--- config.mk ---
export PLATFORM = sky130hd
export DESIGN_NAME = logic_shift_unit
export DESIGN_NICKNAME = d
export VERILOG_FILES = /design/src/rtl/logic_shift_unit.sv
export SDC_FILE = /design/constraint.sdc
export NUM_CORES = 1
export LEC_CHECK = 0
export ABC_CLOCK_PERIOD_IN_PS = 2050
export CORE_MARGIN = 8
export CORE_UTILIZATION = 47
export CTS_CLUSTER_DIAMETER = 40
export DETAILED_ROUTE_END_ITERATION = 16
export PLACE_DENSITY_LB_ADDON = 0.2
export SYNTH_ARGS = -nofsm -noshare
export SYNTH_HDL_FRONTEND = slang
export SYNTH_SLANG_ARGS = --single-unit
--- constraint.sdc ---
create_clock -name clk -period 2.05 [get_ports clk]
set_input_delay 0.3075 -clock clk [delete_from_list [all_inputs] [get_ports clk]]
set_output_delay 0.3075 -clock clk [all_outputs]
set_load 0.01 [all_outputs]
--- src/rtl/logic_shift_unit.sv ---
// Logic/shift unit: bitwise ops finish on the accepting edge; shifts step one bit per clock.
// Y and the C/V/N/Z flags are registered and held between completions.
module logic_shift_unit #(
  parameter int WIDTH = 8
) (
  input  logic             clk,
  input  logic             rst_n,
  input  logic             start,
  input  logic [WIDTH-1:0] A,
  input  logic [WIDTH-1:0] B,
  input  logic [2:0]       OP,
  output logic             busy,
  output logic             done,
  output logic [WIDTH-1:0] Y,
  output logic             C,
  output logic             V,
  output logic             N,
  output logic             Z
);
  localparam int SW = $clog2(WIDTH);

  typedef enum logic {IDLE = 1'b0, SHIFT = 1'b1} state_t;

  localparam logic [1:0] K_SHL = 2'b00;
  localparam logic [1:0] K_SHR = 2'b01;
  localparam logic [1:0] K_SAR = 2'b10;
  localparam logic [1:0] K_ROL = 2'b11;

  state_t           state_q, state_d;
  logic [SW-1:0]    cnt_q, cnt_d;
  logic [WIDTH-1:0] work_q, work_d;
  logic [1:0]       kind_q, kind_d;
  logic             vacc_q, vacc_d;
  logic [WIDTH-1:0] y_q, y_d;
  logic             c_q, c_d;
  logic             v_q, v_d;
  logic             done_q, done_d;

  logic [SW-1:0]    amt;
  logic             accept;
  logic [WIDTH:0]   step;

  // Returns {bit shifted out, new value} for a single one-bit step.
  function automatic logic [WIDTH:0] shift_step(input logic [1:0] kind,
                                                input logic [WIDTH-1:0] v);
    logic [WIDTH:0] r;
    case (kind)
      K_SHL:   r = {v[WIDTH-1], v[WIDTH-2:0], 1'b0};
      K_SHR:   r = {v[0], 1'b0, v[WIDTH-1:1]};
      K_SAR:   r = {v[0], v[WIDTH-1], v[WIDTH-1:1]};
      default: r = {v[WIDTH-1], v[WIDTH-2:0], v[WIDTH-1]};
    endcase
    return r;
  endfunction

  function automatic logic [WIDTH-1:0] logic_op(input logic [1:0] op,
                                                input logic [WIDTH-1:0] a,
                                                input logic [WIDTH-1:0] b);
    logic [WIDTH-1:0] r;
    case (op)
      2'b00:   r = a | b;
      2'b01:   r = a & b;
      2'b10:   r = a ^ b;
      default: r = ~(a | b);
    endcase
    return r;
  endfunction

  assign amt    = B[SW-1:0];
  assign accept = (state_q == IDLE) && start;
  assign step   = shift_step(kind_q, work_q);

  always_ff @(posedge clk or negedge rst_n) begin
    if (!rst_n) state_q <= IDLE;
    else        state_q <= state_d;
  end

  always_comb begin
    state_d = state_q;
    case (state_q)
      IDLE:    if (accept && OP[2] && (amt != '0)) state_d = SHIFT;
      SHIFT:   if (cnt_q == SW'(1)) state_d = IDLE;
      default: state_d = IDLE;
    endcase
  end

  always_comb begin
    busy = (state_q == SHIFT);
  end

  always_comb begin
    work_d = work_q;
    cnt_d  = cnt_q;
    kind_d = kind_q;
    vacc_d = vacc_q;
    y_d    = y_q;
    c_d    = c_q;
    v_d    = v_q;
    done_d = 1'b0;
    if (accept) begin
      kind_d = OP[1:0];
      if (!OP[2]) begin
        y_d    = logic_op(OP[1:0], A, B);
        c_d    = 1'b0;
        v_d    = 1'b0;
        done_d = 1'b1;
      end else if (amt == '0) begin
        y_d    = A;
        c_d    = 1'b0;
        v_d    = 1'b0;
        done_d = 1'b1;
      end else begin
        work_d = A;
        cnt_d  = amt;
        vacc_d = 1'b0;
      end
    end else if (state_q == SHIFT) begin
      work_d = step[WIDTH-1:0];
      cnt_d  = cnt_q - SW'(1);
      // Overflow is sticky: any MSB change during a left shift flags it.
      vacc_d = vacc_q | ((kind_q == K_SHL) && (step[WIDTH-1] != work_q[WIDTH-1]));
      if (cnt_q == SW'(1)) begin
        y_d    = step[WIDTH-1:0];
        c_d    = step[WIDTH];
        v_d    = vacc_d;
        done_d = 1'b1;
      end
    end
  end

  always_ff @(posedge clk or negedge rst_n) begin
    if (!rst_n) begin
      work_q <= '0;
      cnt_q  <= '0;
      kind_q <= '0;
      vacc_q <= 1'b0;
      y_q    <= '0;
      c_q    <= 1'b0;
      v_q    <= 1'b0;
      done_q <= 1'b0;
    end else begin
      work_q <= work_d;
      cnt_q  <= cnt_d;
      kind_q <= kind_d;
      vacc_q <= vacc_d;
      y_q    <= y_d;
      c_q    <= c_d;
      v_q    <= v_d;
      done_q <= done_d;
    end
  end

  assign done = done_q;
  assign Y    = y_q;
  assign C    = c_q;
  assign V    = v_q;
  assign N    = y_q[WIDTH-1];
  assign Z    = (y_q == '0);

endmodule
==> results of run 1 <==
[layer usage]
metal	vias to the layer above	part of all wire	wire length, um	track usage
met5	-	0	0	0
met4	0	0.013	61	0.0667
met3	4	0.048	227	0.0208
met2	49	0.45	2110	0.221
met1	787	0.49	2310	0.216
li1	873	-	-	-
[power groups by stage]
stage	clock network [mW]	registers [mW]	logic, mW
floorplan	0	0.992	1.14
global placement	0	1.04	1.68
detailed placement	0	1.05	1.71
CTS	0.288	1.04	1.71
global route	0.309	1.08	1.88
finish	0.280	1.03	1.70
[stage by stage]
step / setup slack (ns) / power [mW] / util / instance area (um^2) / instances
final: 0.188 / 3.01 / 0.606 / 2580 / 316
after global routing: 0.0893 / 3.27 / 0.606 / 2580 / 316
after CTS: 0.157 / 3.04 / 0.606 / 2580 / 316
after detailed placement: 0.0604 / 2.76 / 0.597 / 2540 / 313
after global placement: 0.0893 / 2.72 / 0.597 / 2540 / 313
after floorplan: 0.576 / 2.13 / - / 2030 / 220
[cell usage in the layout, fill, tap and decap left out, types with 2 or more instances in the layout]
cell,instances
buf_4,18
nor2_1,21
mux2_4,2
clkbuf_8,3
a41oi_1,5
xor2_1,2
nand2b_1,2
a21oi_2,4
a21oi_1,13
or4_1,2
buf_12,3
xnor2_1,2
a211oi_1,2
nor3_1,2
o21bai_1,7
o21ai_0,2
nand2_1,6
ha_1,18
a31oi_1,9
o22ai_1,2
clkdlybuf4s50_1,34
nand3_1,10
nor2b_1,3
mux2_2,8
dfrtp_1,26
and2b_1,2
o221ai_1,6
inv_1,25
mux2i_1,10
[cell type report]
class                      count  area (um^2)
fill                         388         1680
multi-input combinational    154         1190
sequential                    26          651
timing repair buffer          56          544
inverter                      25         93.8
tap                           52         65.1
clock buffer                   3         41.3
[flip-flops by register name, indices dropped and copies added (netlist names)]
register and flops:
vacc_q 1, cnt_q 3, kind_q 2, Y 8, done 1, busy 1, C 1, V 1
work_q 8
[how the worst max path moves through the flow]
stage	startpoint	end	cells after the start
after global routing	Y[1]$_DFFE_PN0P_	Z	3
after CTS	Y[1]$_DFFE_PN0P_	Z	3
after global placement	B[0]	Y[0]$_DFFE_PN0P_	7
after detailed placement	B[0]	Y[0]$_DFFE_PN0P_	7
after floorplan	busy$_DFF_PN0_	Y[0]$_DFFE_PN0P_	6
final	Y[1]$_DFFE_PN0P_	Z	3
[kinds of logic after synthesis]
kind of cell | Yosys count | share of synthesized area
simple gates | 53 | 0.127
xor+xnor | 4 | 0.0172
fa+ha+maj | 18 | 0.111
compound gates | 59 | 0.222
mux | 20 | 0.108
flops | 26 | 0.320
buf+inv | 40 | 0.0948
[worst max-delay path: cells and delay by family (launching register included)]
family | cells | cell delay (ns)
AND/OR/NAND/NOR | 2 | 0.62
flip-flops | 1 | 0.40
buffers and inverters | 1 | 0.27
==> metrics.txt, run 1 <==
antenna violations before repair=0; count leader, synth=dfrtp_1; period utilization=0.908; register area share after synthesis=0.320; R2R Path End=Y[0]$_DFFE_PN0P_; HPWL after detailed placement=3790 um; Hold Buf Count CTS=0; min Tclk post-route=1.86 ns; Pint=1.80 mW; worst skew pair latency=0.26 ns; Rows=24; vias in the first global route=1,654; Synth Area per Inst=9.24 um^2; endpoints failing setup=0; CTS tree=yes; list of most frequent post-synthesis cells=dfrtp_1, inv_1, nor2_1; CTS Buf Count=3; H-tree levels=1; Syn Std Cell Area=2030 um^2; crit path kind=reg -> out; ANT nets after route=0; CP cell instances=or4_1, nor2_1, dlygate4sd2_1; r2r setup slk=0.45 ns; Leak=1.17 nW; RSZ-0062 raised after global routing=false; Detailed Route WL=4710 um; fin nets=306; status=finished, final reports clean; first-pass GRT wire length=7940 um; I/O Buffers=35; Initial Utilization=0.477; Power per Cell Area=1170 nW/um^2; gr usage total=0.151; Hold Crit Class=in -> async; clk_skew=0.00100 ns; n_diodes=0; cell count after synthesis=220; Vias=1,713; DRT Pass-1 Iters=4; Wirelength per Cell=14.9 um; max-cap check violation count=0; core area=4260 um^2; post-cts sizing count=1; post-synthesis register bit count=26; top-area cell type share of the netlist area=0.320; Largest stage delay, worst path=0.53 ns; Worst Max-Slew Pin Slew=0.583 ns; clock network fraction of design power=0.093; Unique masters post-synth=43; hold slack=0.405 ns; IO Pins=36; clk root buf=clkbuf_8; R2R depth=4; Max-slew headroom=0.609; setup TNS=0 ns; sw frac=0.404; largest net degree at the start of global routing=27; asr flop ratio synth=1.00; postcts setup bufs=0; top_reg_cell synth=dfrtp_1; clock buffer depth=2; clock slew at reported path FFs=0.08 ns; total grt overflow=0; CP max-delay cell=or4_1; DIE HEIGHT=81.8 um; Max rail drop VDD=0.000394 V; Synth Net Count=260; clk sinks=26; Syn. warnings=0; share of layout cells above drive strength 1=0.163; EDFF count, synth=0; Residual DRC=0; final hold viol count=0; Comb pwr share=0.564; Fmax=537 MHz; crit-path max FO=3; Die Area=6680 um^2; chip width=81.8 um; Synth area leaders=dfrtp_1, ha_1, mux2i_1; Setup crit start kind=register; crit path DAT=1.55 ns; Worst setup EP type=primary output; Final Max Slew Viols=0; worst reg2reg startpoint=kind_q[0]$_DFFE_PN0N_; sw power=1.22 mW; Iter 0 DRT Violations=138; synthesis-to-layout area growth=27.2%; GPL Wtd Cong=0.795; Seq pwr share=0.343; post-synth top area cell=dfrtp_1; critical path data required time=1.74 ns; vias per inst=5.42
Note: power is estimated with default switching activity, not from simulation.
==> inputs of run 2 (changes only) <==
--- a/config.mk
+++ b/config.mk
@@ -10,6 +10,7 @@
 export CORE_UTILIZATION = 47
 export CTS_CLUSTER_DIAMETER = 40
 export DETAILED_ROUTE_END_ITERATION = 16
+export DONT_BUFFER_PORTS = 1
 export PLACE_DENSITY_LB_ADDON = 0.2
 export SYNTH_ARGS = -nofsm -noshare
 export SYNTH_HDL_FRONTEND = slang
==> metrics.txt, run 2 (synthesis results as in run 1) <==
clk_skew=0.00363 ns; post-cts sizing count=0; final hold viol count=0; core area=4260 um^2; share of layout cells above drive strength 1=0.130; worst reg2reg startpoint=kind_q[0]$_DFFE_PN0N_; Critical Path Start=Y[1]$_DFFE_PN0P_; DRT Pass-1 Iters=4; IO Pins=36; vias per inst=5.81; CTS Buf Count=3; crit path DAT=1.45 ns; Max rail drop VDD=0.000447 V; Worst setup EP type=primary output; Top delay family on crit path=simple AND/OR/NAND/NOR gates; worst path bufs/invs=0; R2R Path End=Y[0]$_DFFE_PN0P_; clock buffer depth=2; Largest stage delay, worst path=0.54 ns; DIE HEIGHT=81.8 um; GPL Wtd Cong=0.783; Hold Crit Class=in -> reg; min Tclk post-route=1.76 ns; total grt overflow=0; status=finished, final reports clean; CTS tree=yes; first-pass GRT wire length=7890 um; Power per Cell Area=1330 nW/um^2; Iter 0 DRT Violations=95; crit path kind=reg -> out; ANT nets after route=0; crit-path max FO=3; commonest non-fill, non-tap cell in the layout=dfrtp_1; Die Area=6680 um^2; RSZ-0062 raised after global routing=false; Worst path depth=2; synthesis-to-layout area growth=4.80%; vias in the first global route=1,515; n_diodes=0; fillers=422; largest net degree at the start of global routing=27; Final Worst Setup Slack=0.290 ns; clk root buf=clkbuf_8; CP max-delay cell=or4_1; Worst Max-Slew Pin Slew=0.648 ns; clk sinks=26; Detailed Route WL=4710 um; Vias=1,550; fin nets=256; critical path endpoint=Z; Final Max Slew Viols=0; clock slew at reported path FFs=0.10 ns; endpoints failing setup=0; Setup crit start kind=register; R2R depth=4; I/O Buffers=0; Max-slew headroom=0.565; max-cap check violation count=0; commonest non-fill, non-tap cells in the layout=dfrtp_1, inv_1, nor2_1; setup TNS=0 ns; Fmax=568 MHz; critical path data required time=1.74 ns; Setup Slack @ Placement=0.461 ns; antenna violations before repair=0; chip width=81.8 um; H-tree levels=1; Power Total=2.83 mW; CP cell instances=or4_1, nor2_1; HPWL after detailed placement=3560 um; Residual DRC=0; period utilization=0.859; Rows=24; Leak=0.960 nW; gr usage total=0.149; Initial Utilization=0.477; r2r setup slk=0.44 ns; Wirelength per Cell=17.6 um; worst skew pair latency=0.27 ns
-- run 2: cell types whose count changed in the layout (fill, tap and decap cells not counted) --
cell,change
buf_12,-2
buf_4,-14
bufinv_16,+1
clkdlybuf4s50_1,-34
dlygate4sd2_1,-1
dlygate4sd3_1,+1
-- run 2: area by class of cell --
type	instances	area (um^2)	share of cell area
Inverter	25	93.8	0.0441
Tap cell	52	65.1	0.0306
Clock inverter	1	30.0	0.0141
Sequential cell	26	651	0.306
Clock buffer	3	41.3	0.0194
Timing Repair Buffer	6	60.1	0.0282
Multi-Input combinational cell	154	1190	0.558
-- run 2: repair_timing --
| item | 4_1_cts | 5_1_grt |
|---|---|---|
| hold endpoints to repair | 26 | 0 |
| hold buffers | 2 | 0 |
| buffers inserted | 0 | 0 |
-- run 2: worst min path at each step --
stage / from / to / cells after the start / slack, ns
2_1_floorplan: rst_n / C$_DFFE_PN0P_ / 0 / 0.01
3_3_place_gp: rst_n / work_q[5]$_DFFE_PN0P_ / 0 / 0.01
3_5_place_dp: rst_n / busy$_DFF_PN0_ / 0 / 0.01
4_1_cts: OP[0] / kind_q[0]$_DFFE_PN0N_ / 1 / 0.19
5_1_grt: OP[0] / kind_q[0]$_DFFE_PN0N_ / 1 / 0.18
6_report: OP[0] / kind_q[0]$_DFFE_PN0N_ / 1 / 0.19
-- run 2: where the power goes --
group	switching (mW)	internal [mW]
clock	0.168	0.261
combinational	0.703	0.605
sequential	0.318	0.780
-- run 2: per-layer routing --
metal | vias up | routed length (um) | global-route usage
met4 | 0 | 34 | 0.0333
met5 | - | 0 | 0
li1 | 768 | - | -
met2 | 45 | 2100 | 0.221
met3 | 2 | 393 | 0.0416
met1 | 735 | 2190 | 0.209
-- run 2: through the flow --
step / cells / instance area [um^2] / hold WS, ns / util
floorplan: 220 / 2030 / 0.0119 / -
detailed placement: 261 / 2030 / 0.0134 / 0.476
CTS: 267 / 2130 / 0.188 / 0.499
global route: 267 / 2130 / 0.182 / 0.499
finish: 267 / 2130 / 0.186 / 0.499
global placement: 261 / 2030 / 0.0133 / 0.476
==> RTL edit, RTL diff (flow settings as in run 1) <==
Register the outputs `N` and `Z`, cleared by the reset; this adds one clock of latency there. The other outputs are not delayed to match. Comments in the files are not updated.
--- a/src/rtl/logic_shift_unit.sv
+++ b/src/rtl/logic_shift_unit.sv
@@ -156,4 +156,11 @@
   assign V    = v_q;
-  assign N    = y_q[WIDTH-1];
-  assign Z    = (y_q == '0);
+  always_ff @(posedge clk or negedge rst_n) begin
+    if (!rst_n) begin
+      N <= '0;
+      Z <= '0;
+    end else begin
+      N <= y_q[WIDTH-1];
+      Z <= (y_q == '0);
+    end
+  end
 
Check against the original RTL: not equivalent (Yosys sat finds a counterexample within 4 cycles, from zero or initial values and one cycle with rst_n low).
==> RTL edit against run 1 <==
- clock skew increased by 11 ps
- cell area increased by 0.44%
- sequential cell count increased by 2
- power about the same
- global-route usage increased by 0.33 points
- count of clock-buffer cells in the layout unchanged
- worst setup slack improved by 140 ps
- critical path depth increased by 2
- synthesized area increased by 1.2%
- wire length increased by 5.5%
==> RTL edit: results (changes against run 1) <==
| Metric | Value |
|---|---|
| Largest cells by area after synthesis | `dfrtp_1 (34%), ha_1 (11%), mux2i_1 (5.4%)` |
| Largest net degree at the start of global routing | `29 (+7.4%)` |
| Ys Warns | `0 (unchanged)` |
| 1st-iter DRT viols | `119 (-14%)` |
| Sequential cell area fraction in the yosys report | `0.341 (+0.0204)` |
| Crit-path slowest cell | `clkdlybuf4s50_1` |
| Worst slew margin | `0.664 (+0.0549)` |
| CTS clk-pin slew, worst paths | `100 ps (+20 ps)` |
| GRT Util Overall | `0.155 (+0.00331)` |
| Fin nets | `310 (+1.3%)` |
| Ys async rst share | `1.00 (unchanged)` |
| Port buffer count | `35 (unchanged)` |
| Layout cells sized above 1 | `0.123 (-0.0397)` |
| Worst skew pair latency | `280 ps (+20 ps)` |
| Leak | `1.19 nW (+1.8%)` |
| Status | `completed` |
| Worst Path Arrival | `1880 ps (+330 ps)` |
| Worst slack, placed | `57.6 ps (-2.76 ps)` |
| Via count of the routed design | `1758 (+2.6%)` |
| Worst-case clock buffer depth | `2 (unchanged)` |
| Dpl hpwl | `3.96 mm (+4.3%)` |
| Commonest cells in the netlist | `dfrtp_1 (28), inv_1 (25), nor2_1 (24)` |
| Delay of the slowest critical-path stage | `540 ps` |
| WL final | `4.97 mm (+5.5%)` |
| Net Count, Synth | `266 (+2.3%)` |
| Cts repair resizes | `0 (-1)` |
| CTS H-tree depth | `1 (unchanged)` |
| Clk_skew | `11.9 ps (+10.9 ps)` |
| RD Place Congestion | `0.874 (+9.9%)` |
| Hold_buf cts | `0 (unchanged)` |
| Netlist cell types | `40 (-7.0%)` |
| Global-route wire length before repair | `8.30 mm (+4.5%)` |
| Top_reg_cell synth | `dfrtp_1` |
| Peak supply drop | `0.000506 V (+28%)` |
| Post-CTS setup buffers | `0 (unchanged)` |
| Worst Hold Class | `primary input to async pin` |
| Ant diodes | `0 (unchanged)` |
| CP max FO | `6 (+3)` |
RTL edit: cell count changes in the layout (fill, tap and decap cells not counted), moves of 3 or more:
cell,delta
a21oi_1,+4
a21oi_2,-4
nor2_1,+3
nand2_1,+5
RTL edit: cell type report:
cell class,count,area [um2]
fillers,383,1700
multi-input cells,158,1160
flip-flops and latches,28,701
repair buffers,54,531
inverters,25,93.8
well taps,52,65.1
clock buffers,3,41.3
RTL edit: cell families after synthesis:
family,share of synthesized area
and+or+nand+nor,0.138
xor gates and xnor gates,0.0207
DFF,0.341
adders and majority gates,0.109
AOI/OAI and AO/OA,0.206
buffers and inverters,0.0937
muxes,0.0919
RTL edit: through the flow:
step	instance area (um2)	utilization	total power, mW	hold WS (ps)	std cells
6_report	2590	0.604	3.01	397	320
5_1_grt	2590	0.604	3.24	448	320
4_1_cts	2590	0.604	3.01	415	320
3_5_place_dp	2550	0.595	2.71	419	317
3_3_place_gp	2550	0.595	2.68	409	317
2_1_floorplan	2060	-	2.09	11.9	226
RTL edit: final timing paths:
check / startpoint / cells past startpoint / slack, ps / to
worst max-delay path: B[0] / 5 / 330 / Y[0]$_DFFE_PN0P_
worst min-delay path: rst_n / 2 / 400 / vacc_q$_DFFE_PN0P_
worst max register to register: cnt_q[1]$_DFFE_PN0P_ / 6 / 490 / Y[0]$_DFFE_PN0P_
worst min register to register: Y[7]$_DFFE_PN0P_ / 0 / 430 / N$_DFF_PN0_
max in group asynchronous: rst_n / 2 / 1370 / work_q[5]$_DFFE_PN0P_
min in group clk: Y[7]$_DFFE_PN0P_ / 0 / 430 / N$_DFF_PN0_
RTL edit: critical path, delay by kind of cell:
| kind | cells | cell delay, ps |
|---|---|---|
| buffers and inverters | 1 | 540 |
| AOI/OAI and AO/OA | 4 | 1040 |
RTL edit: report_power, final:
| group | switching [mW] | internal, mW | total, mW |
|---|---|---|---|
| logic | 0.793 | 0.825 | 1.62 |
| registers | 0.260 | 0.825 | 1.08 |
| clock network | 0.176 | 0.132 | 0.308 |
| total | 1.23 | 1.78 | 3.01 |
RTL edit: layer usage:
| metal | GRT usage | part of all wire | routed length, um | vias to the layer above |
|---|---|---|---|---|
| li1 | - | - | - | 883 |
| met1 | 0.211 | 0.49 | 2440 | 830 |
| met2 | 0.246 | 0.46 | 2280 | 43 |
| met3 | 0.0141 | 0.041 | 202 | 2 |
| met4 | 0.0614 | 0.0087 | 43 | 0 |
| met5 | 0 | 0 | 0 | - |
